**src/rtl/datapath_if.sv**
```systemverilog
`default_nettype none
// ============================================================================
//  Module      : datapath_if
//  Description : Control and memory signal bundle between the accumulator
//                datapath and its control unit / memory.
//  Revision    : 1.0 - initial release
// ============================================================================
interface datapath_if;

    // Control strobes from the control unit
    logic       LOAD_PC;
    logic       INCR_PC;
    logic       LOAD_IRU;
    logic       LOAD_IRL;
    logic       LOAD_AC;
    logic       STORE_MEM;
    logic       fetch;

    // Memory side
    logic [7:0] mem_rdata;
    logic [7:0] mem_addr;
    logic [7:0] mem_wdata;
    logic       mem_we;

    // Status and debug back to control
    logic [7:0] opcode;
    logic       NFLG;
    logic       ZFLG;
    logic       CFLG;
    logic [7:0] PC;
    logic [7:0] AC;

    // Control unit / memory side
    modport master (
        output LOAD_PC, INCR_PC, LOAD_IRU, LOAD_IRL, LOAD_AC, STORE_MEM, fetch,
        output mem_rdata,
        input  mem_addr, mem_wdata, mem_we,
        input  opcode, NFLG, ZFLG, CFLG, PC, AC
    );

    // Datapath side
    modport slave (
        input  LOAD_PC, INCR_PC, LOAD_IRU, LOAD_IRL, LOAD_AC, STORE_MEM, fetch,
        input  mem_rdata,
        output mem_addr, mem_wdata, mem_we,
        output opcode, NFLG, ZFLG, CFLG, PC, AC
    );

endinterface
`default_nettype wire

```
**src/rtl/datapath.sv**
```systemverilog
`default_nettype none
// ============================================================================
//  Module      : datapath
//  Description : 8-bit accumulator datapath: PC, split instruction register
//                (IRU opcode / IRL operand), memory data register, ALU and
//                N/Z/C flags. Sequenced externally by a control unit.
//  Revision    : 1.0 - initial release
// ============================================================================
module datapath (
    input  wire logic clk,
    input  wire logic reset,      // synchronous, active-low
    datapath_if.slave bus
);

    // ------------------------------------------------------------------
    // Opcodes executed on LOAD_AC
    // ------------------------------------------------------------------
    localparam logic [7:0] OP_LDM  = 8'h01;  // AC = M
    localparam logic [7:0] OP_LDI  = 8'h02;  // AC = IRL
    localparam logic [7:0] OP_NOT  = 8'h04;  // AC = ~AC
    localparam logic [7:0] OP_ADDM = 8'h05;  // AC = AC + M
    localparam logic [7:0] OP_ADDI = 8'h06;  // AC = AC + IRL
    localparam logic [7:0] OP_SUBM = 8'h07;  // AC = AC - M
    localparam logic [7:0] OP_SUBI = 8'h08;  // AC = AC - IRL
    localparam logic [7:0] OP_ANDM = 8'h09;  // AC = AC & M
    localparam logic [7:0] OP_ORM  = 8'h0A;  // AC = AC | M
    localparam logic [7:0] OP_XORM = 8'h0B;  // AC = AC ^ M
    localparam logic [7:0] OP_SHL  = 8'h0C;  // AC = AC << M[2:0]
    localparam logic [7:0] OP_SHR  = 8'h0D;  // AC = AC >> M[2:0] (logical)
    localparam logic [7:0] OP_ANDI = 8'h0E;  // AC = AC & IRL
    localparam logic [7:0] OP_ORI  = 8'h0F;  // AC = AC | IRL

    // ------------------------------------------------------------------
    // State registers and their next-state values
    // ------------------------------------------------------------------
    logic [7:0] pc_q,  pc_d;
    logic [7:0] iru_q, iru_d;
    logic [7:0] irl_q, irl_d;
    logic [7:0] mdr_q, mdr_d;
    logic [7:0] ac_q,  ac_d;
    logic       nflg_q, nflg_d;
    logic       zflg_q, zflg_d;
    logic       cflg_q, cflg_d;

    // ALU intermediates
    logic [8:0] w_sum_m;
    logic [8:0] w_sum_l;
    logic [8:0] w_diff_m;
    logic [8:0] w_diff_l;
    logic [7:0] w_alu_res;
    logic       w_alu_carry;
    logic       w_alu_valid;

    // ------------------------------------------------------------------
    // Outputs: memory address mux, write path and status
    // ------------------------------------------------------------------
    assign bus.mem_addr  = bus.fetch ? pc_q : irl_q;
    // The write data is the registered AC, so a store issued alongside
    // LOAD_AC writes the value before the update.
    assign bus.mem_wdata = ac_q;
    // Gate the write strobe with reset so memory is never written in reset.
    assign bus.mem_we    = bus.STORE_MEM & reset;
    assign bus.opcode    = iru_q;
    assign bus.NFLG      = nflg_q;
    assign bus.ZFLG      = zflg_q;
    assign bus.CFLG      = cflg_q;
    assign bus.PC        = pc_q;
    assign bus.AC        = ac_q;

    // ------------------------------------------------------------------
    // Adders/subtractors with a ninth bit for carry and borrow
    // ------------------------------------------------------------------
    assign w_sum_m  = {1'b0, ac_q} + {1'b0, mdr_q};
    assign w_sum_l  = {1'b0, ac_q} + {1'b0, irl_q};
    assign w_diff_m = {1'b0, ac_q} - {1'b0, mdr_q};
    assign w_diff_l = {1'b0, ac_q} - {1'b0, irl_q};

    // Program counter next state: load from IRL wins over increment
    always_comb begin
        pc_d = pc_q;
        if (bus.LOAD_PC) begin
            pc_d = irl_q;
        end else if (bus.INCR_PC) begin
            pc_d = pc_q + 8'd1;
        end
    end

    // Instruction register halves and MDR capture from memory read data
    always_comb begin
        iru_d = iru_q;
        irl_d = irl_q;
        mdr_d = mdr_q;
        if (bus.LOAD_IRU) begin
            iru_d = bus.mem_rdata;
        end
        if (bus.LOAD_IRL) begin
            irl_d = bus.mem_rdata;
        end
        // MDR follows memory whenever the address comes from IRL
        if (!bus.fetch) begin
            mdr_d = bus.mem_rdata;
        end
    end

    // ALU: decode the opcode in IRU into a result and carry-out
    always_comb begin
        w_alu_res   = ac_q;
        w_alu_carry = 1'b0;
        w_alu_valid = 1'b1;
        case (iru_q)
            OP_LDM: begin
                w_alu_res   = mdr_q;
                w_alu_carry = cflg_q;   // loads preserve carry
            end
            OP_LDI: begin
                w_alu_res   = irl_q;
                w_alu_carry = cflg_q;
            end
            OP_NOT:  w_alu_res = ~ac_q;
            OP_ADDM: begin
                w_alu_res   = w_sum_m[7:0];
                w_alu_carry = w_sum_m[8];
            end
            OP_ADDI: begin
                w_alu_res   = w_sum_l[7:0];
                w_alu_carry = w_sum_l[8];
            end
            OP_SUBM: begin
                w_alu_res   = w_diff_m[7:0];
                w_alu_carry = w_diff_m[8];  // set on unsigned borrow
            end
            OP_SUBI: begin
                w_alu_res   = w_diff_l[7:0];
                w_alu_carry = w_diff_l[8];
            end
            OP_ANDM: w_alu_res = ac_q & mdr_q;
            OP_ORM:  w_alu_res = ac_q | mdr_q;
            OP_XORM: w_alu_res = ac_q ^ mdr_q;
            OP_SHL:  w_alu_res = ac_q << mdr_q[2:0];
            OP_SHR:  w_alu_res = ac_q >> mdr_q[2:0];
            OP_ANDI: w_alu_res = ac_q & irl_q;
            OP_ORI:  w_alu_res = ac_q | irl_q;
            default: begin
                // Unrecognised opcodes (incl. store/jump codes) are no-ops
                w_alu_valid = 1'b0;
                w_alu_carry = cflg_q;
            end
        endcase
    end

    // Accumulator and flag next state, committed only on a valid LOAD_AC
    always_comb begin
        ac_d   = ac_q;
        nflg_d = nflg_q;
        zflg_d = zflg_q;
        cflg_d = cflg_q;
        if (bus.LOAD_AC && w_alu_valid) begin
            ac_d   = w_alu_res;
            nflg_d = w_alu_res[7];
            zflg_d = (w_alu_res == 8'h00);
            cflg_d = w_alu_carry;
        end
    end

    // State registers; reset overrides every load strobe on the same edge
    always_ff @(posedge clk) begin
        if (!reset) begin
            pc_q   <= 8'h00;
            iru_q  <= 8'h00;
            irl_q  <= 8'h00;
            mdr_q  <= 8'h00;
            ac_q   <= 8'h00;
            nflg_q <= 1'b0;
            zflg_q <= 1'b1;
            cflg_q <= 1'b0;
        end else begin
            pc_q   <= pc_d;
            iru_q  <= iru_d;
            irl_q  <= irl_d;
            mdr_q  <= mdr_d;
            ac_q   <= ac_d;
            nflg_q <= nflg_d;
            zflg_q <= zflg_d;
            cflg_q <= cflg_d;
        end
    end

endmodule
`default_nettype wire

```
**src/flat_wrapper.sv**
```systemverilog
// flat-port wrapper written by rule: the top's interface ports become plain ports
module datapath_flat 
  (clk, reset, bus_LOAD_PC, bus_INCR_PC, bus_LOAD_IRU, bus_LOAD_IRL, bus_LOAD_AC, bus_STORE_MEM, bus_fetch, bus_mem_rdata, bus_mem_addr, bus_mem_wdata, bus_mem_we, bus_opcode, bus_NFLG, bus_ZFLG, bus_CFLG, bus_PC, bus_AC);
  datapath_if bus_i ();
  input  wire logic clk;
  input  wire logic reset;
  input wire logic [$bits(bus_i.LOAD_PC)-1:0] bus_LOAD_PC;
  input wire logic [$bits(bus_i.INCR_PC)-1:0] bus_INCR_PC;
  input wire logic [$bits(bus_i.LOAD_IRU)-1:0] bus_LOAD_IRU;
  input wire logic [$bits(bus_i.LOAD_IRL)-1:0] bus_LOAD_IRL;
  input wire logic [$bits(bus_i.LOAD_AC)-1:0] bus_LOAD_AC;
  input wire logic [$bits(bus_i.STORE_MEM)-1:0] bus_STORE_MEM;
  input wire logic [$bits(bus_i.fetch)-1:0] bus_fetch;
  input wire logic [$bits(bus_i.mem_rdata)-1:0] bus_mem_rdata;
  output wire logic [$bits(bus_i.mem_addr)-1:0] bus_mem_addr;
  output wire logic [$bits(bus_i.mem_wdata)-1:0] bus_mem_wdata;
  output wire logic [$bits(bus_i.mem_we)-1:0] bus_mem_we;
  output wire logic [$bits(bus_i.opcode)-1:0] bus_opcode;
  output wire logic [$bits(bus_i.NFLG)-1:0] bus_NFLG;
  output wire logic [$bits(bus_i.ZFLG)-1:0] bus_ZFLG;
  output wire logic [$bits(bus_i.CFLG)-1:0] bus_CFLG;
  output wire logic [$bits(bus_i.PC)-1:0] bus_PC;
  output wire logic [$bits(bus_i.AC)-1:0] bus_AC;
  assign bus_i.LOAD_PC = bus_LOAD_PC;
  assign bus_i.INCR_PC = bus_INCR_PC;
  assign bus_i.LOAD_IRU = bus_LOAD_IRU;
  assign bus_i.LOAD_IRL = bus_LOAD_IRL;
  assign bus_i.LOAD_AC = bus_LOAD_AC;
  assign bus_i.STORE_MEM = bus_STORE_MEM;
  assign bus_i.fetch = bus_fetch;
  assign bus_i.mem_rdata = bus_mem_rdata;
  assign bus_mem_addr = bus_i.mem_addr;
  assign bus_mem_wdata = bus_i.mem_wdata;
  assign bus_mem_we = bus_i.mem_we;
  assign bus_opcode = bus_i.opcode;
  assign bus_NFLG = bus_i.NFLG;
  assign bus_ZFLG = bus_i.ZFLG;
  assign bus_CFLG = bus_i.CFLG;
  assign bus_PC = bus_i.PC;
  assign bus_AC = bus_i.AC;
  datapath u_core (.clk(clk), .reset(reset), .bus(bus_i));
endmodule
```
**config.mk**
```make
export PLATFORM = sky130hd
export DESIGN_NAME = datapath_flat
export DESIGN_NICKNAME = d
export VERILOG_FILES = /design/src/rtl/datapath_if.sv /design/src/rtl/datapath.sv /design/src/flat_wrapper.sv
export SDC_FILE = /design/constraint.sdc
export NUM_CORES = 1
export LEC_CHECK = 0
export ABC_CLOCK_PERIOD_IN_PS = 3200
export CAP_MARGIN = 25
export CELL_PAD_IN_SITES_DETAIL_PLACEMENT = 1
export CELL_PAD_IN_SITES_GLOBAL_PLACEMENT = 2
export CORE_MARGIN = 5
export CORE_UTILIZATION = 31
export DETAILED_ROUTE_END_ITERATION = 12
export PLACE_DENSITY = 0.79
export SYNTH_ARGS = -nofsm -noshare
export SYNTH_HDL_FRONTEND = slang
export SYNTH_SLANG_ARGS = --single-unit
export TNS_END_PERCENT = 1
```
**constraint.sdc**
```tcl
create_clock -name clk -period 3.2 [get_ports clk]
set_input_delay 0.32 -clock clk [delete_from_list [all_inputs] [get_ports clk]]
set_output_delay 0.32 -clock clk [all_outputs]
set_load 0.1 [all_outputs]
```
==> flow_summary.rst, run 1 <==
.. list-table::
   :header-rows: 1

   * - Metric
     - Value
   * - Outcome
     - completed
   * - Final wirelength
     - 22.0 mm
   * - GR Util All Layers
     - 0.240
   * - Number of antenna violations at the first check in global routing
     - 0
   * - Headroom to the max-slew limit
     - 0.331
   * - Clock sink total
     - 42
   * - Post-CTS repair timing setup buffer count
     - 0
   * - Starting Density
     - 0.311
   * - Global route total overflow
     - 0
   * - Number of buffers created by CTS
     - 5
   * - Avg Inst Size Synth
     - 7.98 µm²
   * - Share of the synthesized area in the top cell type
     - 0.172
   * - Area Growth Syn to Fin
     - 26.4%
   * - CP startpoint kind
     - flip-flop
   * - Worst Path Required
     - 3.40 ns
   * - Launch instance of the worst register-to-register path
     - u_core.bus.opcode[0]
   * - Post-synthesis sequential area ratio
     - 0.172
   * - Die area
     - 18400 µm²
   * - Worst hold path stage count
     - 2
   * - Ant diodes
     - 0
   * - Cell with the most instances after synthesis
     - sky130_fd_sc_hd__nand2_1
   * - Reg2reg setup slack
     - 0.09 ns
   * - Yosys top cell by area
     - sky130_fd_sc_hd__dfxtp_1
   * - Final total power
     - 2.35 mW
   * - Top post-synthesis cells by count
     - 49 x sky130_fd_sc_hd__nand2_1, 43 x sky130_fd_sc_hd__nor2_1, 42 x sky130_fd_sc_hd__dfxtp_1
   * - HPWL Detailed
     - 17.6 mm
   * - Rows
     - 46
   * - Largest net degree at the start of global routing
     - 35
   * - Chip Height
     - 136 µm
   * - Finished Core Util
     - 0.394
   * - Met1 Use GR
     - 0.319
   * - DR DRC count
     - 0
   * - Destination of the worst register-to-register timing path
     - u_core.bus.ZFLG
   * - Fmax
     - 321 MHz
   * - I/O pins
     - 61
   * - Final-layout setup total negative slack
     - 0 ns
   * - Crit path arrival time
     - 3.32 ns
   * - Wire length of the first global-routing pass
     - 33.4 mm
   * - Hold/Removal Path Class
     - flip-flop to flip-flop
   * - Synth Cell Area
     - 4890 µm²
   * - Final number of setup-violating endpoints
     - 0
   * - H-tree levels
     - 2
   * - Final-report hold violation count
     - 0
   * - Met2 GRT Util
     - 0.386
   * - Net Count, Synth
     - 670
   * - Post-layout minimum cycle time
     - 3.11 ns
   * - PortBufs
     - 60
   * - Total number of vias
     - 5272
   * - Post-route antenna net violation count
     - 0
   * - RePlAce Congestion
     - 0.995
   * - Share of the clock period used by the worst path
     - 0.973
   * - Launch instance of the worst min-delay path
     - u_core.bus.ZFLG
   * - Clock transition at the register clock pins on the worst setup and hold paths after CTS
     - 0.07 ns
   * - First-pass DRT Iterations
     - 4
   * - Layer with the highest usage after global routing
     - met2
   * - YS warnings
     - 0
   * - Number of global-route vias before repair
     - 5508
   * - Placed cells
     - 915
   * - Average via count per standard cell
     - 5.71
   * - Per-cell routed wire length
     - 23.8 µm
   * - Power density of the placed cells
     - 380 nW/µm²
   * - EDFF count, synth
     - 0
   * - Final Max Tran Viols
     - 0
   * - Maximum fanout along the worst path
     - 12
   * - Fraction of final layout cells sized beyond drive strength 1
     - 0.215
   * - Type of the setup path with the least slack
     - flip-flop to flip-flop
   * - Top_reg_cell synth
     - sky130_fd_sc_hd__dfxtp_1
   * - Count of nets after finishing
     - 763
   * - Number of distinct library cells after synthesis
     - 78
   * - Number of violations reported at the end of detailed-routing iteration 0
     - 331
   * - Leakage
     - 2.53 nW
   * - Worst-skew pair later-pin latency
     - 0.30 ns
   * - Clock tree from TritonCTS
     - built
   * - Worst-margin pin slew
     - 1.00 ns
   * - Largest vdd supply drop
     - 0.323 mV
   * - Core outline area
     - 15700 µm²
   * - Cells taking the most area after synthesis
     - sky130_fd_sc_hd__dfxtp_1 17%, sky130_fd_sc_hd__ha_1 9.2%, sky130_fd_sc_hd__mux2i_1 7.6%, sky130_fd_sc_hd__nor2b_1 4.7%, sky130_fd_sc_hd__o21ai_0 3.8%
   * - Post-Synthesis Cells
     - 613
   * - Maximum clock skew at final layout
     - 0.00348 ns
   * - Crit end category
     - flip-flop
   * - CTS Hold Buffers Added
     - 0
   * - Width of the die
     - 136 µm
   * - Routing usage on met3
     - 0.0345
   * - Number of standard cells in the final layout excluding fillers
     - 923
   * - Maximum Capacitance Violations
     - 0
   * - Total of flip-flops plus latches after synthesis
     - 42
   * - Depth of the worst register-to-register path
     - 10
   * - Max Buffers Root-to-Sink
     - 2
   * - Capture endpoint of the worst hold path
     - u_core.bus.ZFLG
   * - Proportion of synthesized flip-flops having asynchronous set or reset
     - 0
   * - Clock Tree Root
     - sky130_fd_sc_hd__clkbuf_16
-- timing repair --
item | 4_1_cts | 5_1_grt
endpoints found under the setup margin | 1 | 1
pin swaps | 0 | 1
gates resized for setup | 1 | 6
-- sequential cells by signal, summed over array words and instances (netlist names) --
| register | cells |
|---|---|
| u_core.irl_q | 8 |
| u_core.bus.opcode | 8 |
| u_core.bus.NFLG | 1 |
| u_core.bus.ZFLG | 1 |
| u_core.bus.PC | 8 |
| u_core.bus.AC | 7 |
| u_core.bus.CFLG | 1 |
| u_core.mdr_q | 8 |
-- worst max-delay path: stages, from the launching register on --
cell and delay [ns]:
sky130_fd_sc_hd__dfxtp_1 0.73, sky130_fd_sc_hd__buf_4 0.29, sky130_fd_sc_hd__nand4b_1 0.13, sky130_fd_sc_hd__buf_4 0.15, sky130_fd_sc_hd__nor2_2 0.05, sky130_fd_sc_hd__mux2i_2 0.31
sky130_fd_sc_hd__o32ai_1 0.16, sky130_fd_sc_hd__a2111oi_0 0.42, sky130_fd_sc_hd__nor3b_1 0.32, sky130_fd_sc_hd__nand4_1 0.16, sky130_fd_sc_hd__o41ai_2 0.28
-- layer usage --
metal  part of all wire  up-vias
met4              0.044        0
met2               0.46      189
met3              0.048       53
met5                  0        -
met1               0.45     2601
li1                   -     2429
-- worst max path at each step --
stage,cells past startpoint,to,from,slack [ns]
final,10,u_core.bus.ZFLG,u_core.bus.opcode[0],0.09
after global routing,13,u_core.bus.ZFLG,u_core.bus.AC[0],-0.04
after CTS,10,u_core.bus.ZFLG,u_core.bus.AC[0],0.07
after detailed placement,10,u_core.bus.ZFLG,u_core.bus.AC[0],-0.004
after global placement,10,u_core.bus.ZFLG,u_core.bus.AC[0],0.05
after floorplan,4,bus_mem_addr[4],bus_fetch,-0.19
-- layout by cell type (no fill, tap or decap), drive strengths merged, types with 5 or more instances in the layout --
cell           instances
ha                    36
nand2b                 8
a21o                   5
a211oi                 8
o211ai                 5
o22ai                  5
and2                  10
a31oi                  6
xnor2                 15
nor2b                 37
mux4                   9
clkbuf                 6
o21ai                 42
nand2                 50
xor2                   5
nand3                 11
nor4                   9
nor2                  44
dfxtp                 42
nor3                  13
o31ai                  6
a21oi                 26
mux2i                 37
clkdlybuf4s50         30
o221ai                 5
nand4                  8
a221oi                 9
or3                    6
nor3b                  7
buf                  107
inv                   31
-- cell type report --
| cell class | count | area [µm²] |
|---|---|---|
| sequential | 42 | 843 |
| inverter | 31 | 116 |
| fill | 1880 | 9530 |
| clock buffer | 6 | 129 |
| multi-input combinational | 489 | 3650 |
| timing repair buffer | 137 | 1140 |
| tap | 216 | 270 |
| clock inverter | 2 | 37.5 |
-- per-stage QoR --
step           hold slack, ns  worst slack [ns]  instance area [µm²]
3_3_place_gp            0.527            0.0490                 5990
6_report                0.549            0.0854                 6180
2_1_floorplan           0.458            -0.189                 4900
5_1_grt                 0.575           -0.0410                 6180
4_1_cts                 0.552            0.0686                 6150
3_5_place_dp            0.522          -0.00352                 5990
-- power breakdown --
part	switching, mW	internal (mW)
Clock	0.241	0.369
Sequential	0.0577	0.554
Combinational	0.741	0.387
Total	1.04	1.31
-- cells by family after synthesis --
| logic type | count (synthesis) | synth area share |
|---|---|---|
| and+or+nand+nor | 217 | 0.236 |
| xor gates and xnor gates | 20 | 0.0358 |
| adders and majority gates | 40 | 0.108 |
| AOI/OAI and AO/OA | 162 | 0.231 |
| DFF | 42 | 0.172 |
| muxes | 50 | 0.127 |
| buffers and inverters | 82 | 0.0905 |
Power figures use the tool's default switching activity.
==> run 2, diff against run 1 <==
--- a/config.mk
+++ b/config.mk
@@ -13,6 +13,7 @@
 export CORE_UTILIZATION = 31
 export DETAILED_ROUTE_END_ITERATION = 12
 export PLACE_DENSITY = 0.79
+export SKIP_LAST_GASP = 1
 export SYNTH_ARGS = -nofsm -noshare
 export SYNTH_HDL_FRONTEND = slang
 export SYNTH_SLANG_ARGS = --single-unit
==> results of run 2 <==
Final layout, timing and power as in run 1 (identical DEF).
==> run 3, diff against run 2 <==
--- a/config.mk
+++ b/config.mk
@@ -5,14 +5,15 @@
 export SDC_FILE = /design/constraint.sdc
 export NUM_CORES = 1
 export LEC_CHECK = 0
-export ABC_CLOCK_PERIOD_IN_PS = 3200
+export ABC_CLOCK_PERIOD_IN_PS = 3900
 export CAP_MARGIN = 25
 export CELL_PAD_IN_SITES_DETAIL_PLACEMENT = 1
 export CELL_PAD_IN_SITES_GLOBAL_PLACEMENT = 2
+export CORE_ASPECT_RATIO = 2
 export CORE_MARGIN = 5
-export CORE_UTILIZATION = 31
+export CORE_UTILIZATION = 36
 export DETAILED_ROUTE_END_ITERATION = 12
-export PLACE_DENSITY = 0.79
+export PLACE_DENSITY = 0.86
 export SKIP_LAST_GASP = 1
 export SYNTH_ARGS = -nofsm -noshare
 export SYNTH_HDL_FRONTEND = slang
==> constraint.sdc (replaced) <==
create_clock -name clk -period 3.9 [get_ports clk]
set_input_delay 0.39 -clock clk [delete_from_list [all_inputs] [get_ports clk]]
set_output_delay 0.39 -clock clk [all_outputs]
set_load 0.1 [all_outputs]
==> run 3 against run 2 <==
Net effect:
- fmax decreased by 12%
- wire length increased by 2.7%
- flip-flop and latch count unchanged
- global-route usage increased by 4.4 points
- via count decreased by 1.6%
- non-clock buffer count decreased by 34
- critical endpoint unchanged
- largest power group unchanged
==> flow_summary.rst, run 3 (synthesis gave the netlist of run 1 again) <==
.. list-table::
   :header-rows: 1

   * - Metric
     - Value
   * - Biggest cell delay along the critical path
     - 0.68 ns
   * - I/O pins
     - 61
   * - Leakage
     - 2.30 nW
   * - Most frequent standard cell in the layout excluding fill and tap cells
     - sky130_fd_sc_hd__buf_4
   * - Area Growth Syn to Fin
     - 18.8%
   * - H-tree levels
     - 2
   * - Maximum clock skew at final layout
     - 0.00374 ns
   * - Worst-skew pair later-pin latency
     - 0.29 ns
   * - Clock tree from TritonCTS
     - built
   * - Global route total overflow
     - 0
   * - Number of antenna violations at the first check in global routing
     - 0
   * - Width of the die
     - 92.4 µm
   * - Worst Path Required
     - 4.10 ns
   * - Power share of the clock group
     - 0.241
   * - Fin worst setup slack
     - 0.374 ns
   * - Clock Tree Root
     - sky130_fd_sc_hd__clkbuf_16
   * - Number of fillers in the final layout
     - 1633
   * - Number of violations reported at the end of detailed-routing iteration 0
     - 273
   * - Number of buffers created by CTS
     - 5
   * - Headroom to the max-slew limit
     - 0.334
   * - Share of the clock period used by the worst path
     - 0.904
   * - Total number of vias
     - 5190
   * - Reg power frac
     - 0.286
   * - Fmax
     - 284 MHz
   * - CTS Hold Buffers Added
     - 0
   * - Post-CTS repair timing setup buffer count
     - 0
   * - RSZ-0062 raised after global routing
     - false
   * - Type of the setup path with the least slack
     - flip-flop to flip-flop
   * - RePlAce Congestion
     - 1.02
   * - Finished Core Util
     - 0.433
   * - Maximum fanout along the worst path
     - 12
   * - CP startpoint
     - u_core.bus.AC[0]
   * - Crit end category
     - flip-flop
   * - CP startpoint kind
     - flip-flop
   * - Final-layout setup total negative slack
     - 0 ns
   * - Die area
     - 16200 µm²
   * - Average via count per standard cell
     - 6.27
   * - Per-cell routed wire length
     - 27.2 µm
   * - Rows
     - 60
   * - Worst-margin pin slew
     - 0.996 ns
   * - Combined flip-flop and latch cell area
     - 841 µm²
   * - Wire length of the first global-routing pass
     - 34.6 mm
   * - Placed cells
     - 820
   * - Clock transition at the register clock pins on the worst setup and hold paths after CTS
     - 0.07 ns
   * - Power density of the placed cells
     - 314 nW/µm²
   * - Core outline area
     - 13400 µm²
   * - Launch instance of the worst register-to-register path
     - u_core.bus.AC[0]
   * - Proportion of power drawn by combinational gates
     - 0.473
   * - Setup Slack @ Placement
     - 0.458 ns
   * - # resized after CTS
     - 0
   * - Final-report hold violation count
     - 0
   * - Launch instance of the worst min-delay path
     - u_core.bus.ZFLG
   * - Final wirelength
     - 22.6 mm
   * - Fraction of final layout cells sized beyond drive strength 1
     - 0.135
   * - Largest net degree at the start of global routing
     - 43
   * - GR Util All Layers
     - 0.284
   * - Multi-input gate area in the final layout
     - 3620 µm²
   * - Leading cell types in the layout, fill and taps excluded
     - 53 x sky130_fd_sc_hd__buf_4, 50 x sky130_fd_sc_hd__clkdlybuf4s50_1, 49 x sky130_fd_sc_hd__nand2_1, 43 x sky130_fd_sc_hd__nor2_1, 42 x sky130_fd_sc_hd__dfxtp_1
   * - Sw Pwr
     - 843 µW
   * - Slowest stage cell on the critical path
     - sky130_fd_sc_hd__dfxtp_1
   * - Max Buffers Root-to-Sink
     - 2
   * - Clock sink total
     - 42
   * - Largest vdd supply drop
     - 0.214 mV
   * - First-pass DRT Iterations
     - 5
   * - PortBufs
     - 60
   * - Count of nets after finishing
     - 729
   * - Post-route antenna net violation count
     - 0
   * - Maximum Capacitance Violations
     - 0
   * - Chip Height
     - 175 µm
   * - DR DRC count
     - 0
   * - Crit path arrival time
     - 3.73 ns
   * - Number of global-route vias before repair
     - 5671
   * - Post-layout minimum cycle time
     - 3.53 ns
   * - Switching share of power
     - 0.462
   * - Cells along the critical path
     - inv_1, ha_1, nand2b_1, o32a_1, o21ai_0, a2111oi_0, o2111ai_1, nor3_1, buf_4, nand4_1, o41ai_2
   * - Hold/Removal Path Class
     - flip-flop to flip-flop
   * - Starting Density
     - 0.364
   * - Final Max Tran Viols
     - 0
   * - Number of standard cells in the final layout excluding fillers
     - 828
   * - Final number of setup-violating endpoints
     - 0
   * - Outcome
     - completed
   * - Cell-internal power
     - 981 µW
   * - HPWL Detailed
     - 18.7 mm
   * - Ant diodes
     - 0
-- run 3: changes by cell type in the layout (fill, tap and decap cells not counted), moves of 2 or more --
cell	change
sky130_fd_sc_hd__dfxtp_1	+2
sky130_fd_sc_hd__buf_12	-3
sky130_fd_sc_hd__buf_4	-51
sky130_fd_sc_hd__dfxtp_2	-2
sky130_fd_sc_hd__clkdlybuf4s50_1	+20
-- run 3: final timing paths --
path                     end  slack, ns  cells after the start
max          u_core.bus.ZFLG       0.37                     11
min          u_core.bus.ZFLG       0.53                      2
max reg2reg  u_core.bus.ZFLG       0.37                     11
min reg2reg  u_core.bus.ZFLG       0.53                      2
-- run 3: area by class of cell --
type / instances / share of cell area
repair buffers: 103 / 0.155
inverters: 31 / 0.0200
multi-input cells: 489 / 0.622
well taps: 155 / 0.0334
clock buffers: 5 / 0.0215
flip-flops and latches: 42 / 0.145
clock inverters: 3 / 0.00409
-- run 3: worst max-delay path: cells and delay by family (launching register included) --
kind / cells / cell delay (ns)
DFF: 1 / 0.68
adders and majority gates: 1 / 0.39
and+or+nand+nor: 3 / 0.45
AOI/OAI and AO/OA: 5 / 1.46
buffers and inverters: 2 / 0.46
-- run 3: power by group through the flow --
| stage | clock [mW] | combinational (mW) | sequential, mW |
|---|---|---|---|
| after CTS | 0.451 | 0.859 | 0.521 |
| final | 0.439 | 0.862 | 0.522 |
| after global routing | 0.471 | 0.909 | 0.527 |
| after floorplan | 0 | 0.508 | 0.612 |
| after detailed placement | 0 | 0.855 | 0.532 |
| after global placement | 0 | 0.847 | 0.529 |
-- run 3: metal layers --
metal / wire [µm] / track usage / vias to the layer above
met5: 0 / 0 / -
met4: 2200 / 0.232 / 0
met3: 848 / 0.0315 / 96
met2: 12000 / 0.526 / 199
met1: 7460 / 0.273 / 2539
li1: - / - / 2356
-- run 3: through the flow --
stage               hold WS (ns)  area, µm²  power, mW
CTS                        0.530       5810       1.83
global route               0.590       5810       1.91
finish                     0.528       5810       1.82
detailed placement         0.514       5670       1.39
global placement           0.514       5670       1.38
floorplan                  0.528       4890       1.12
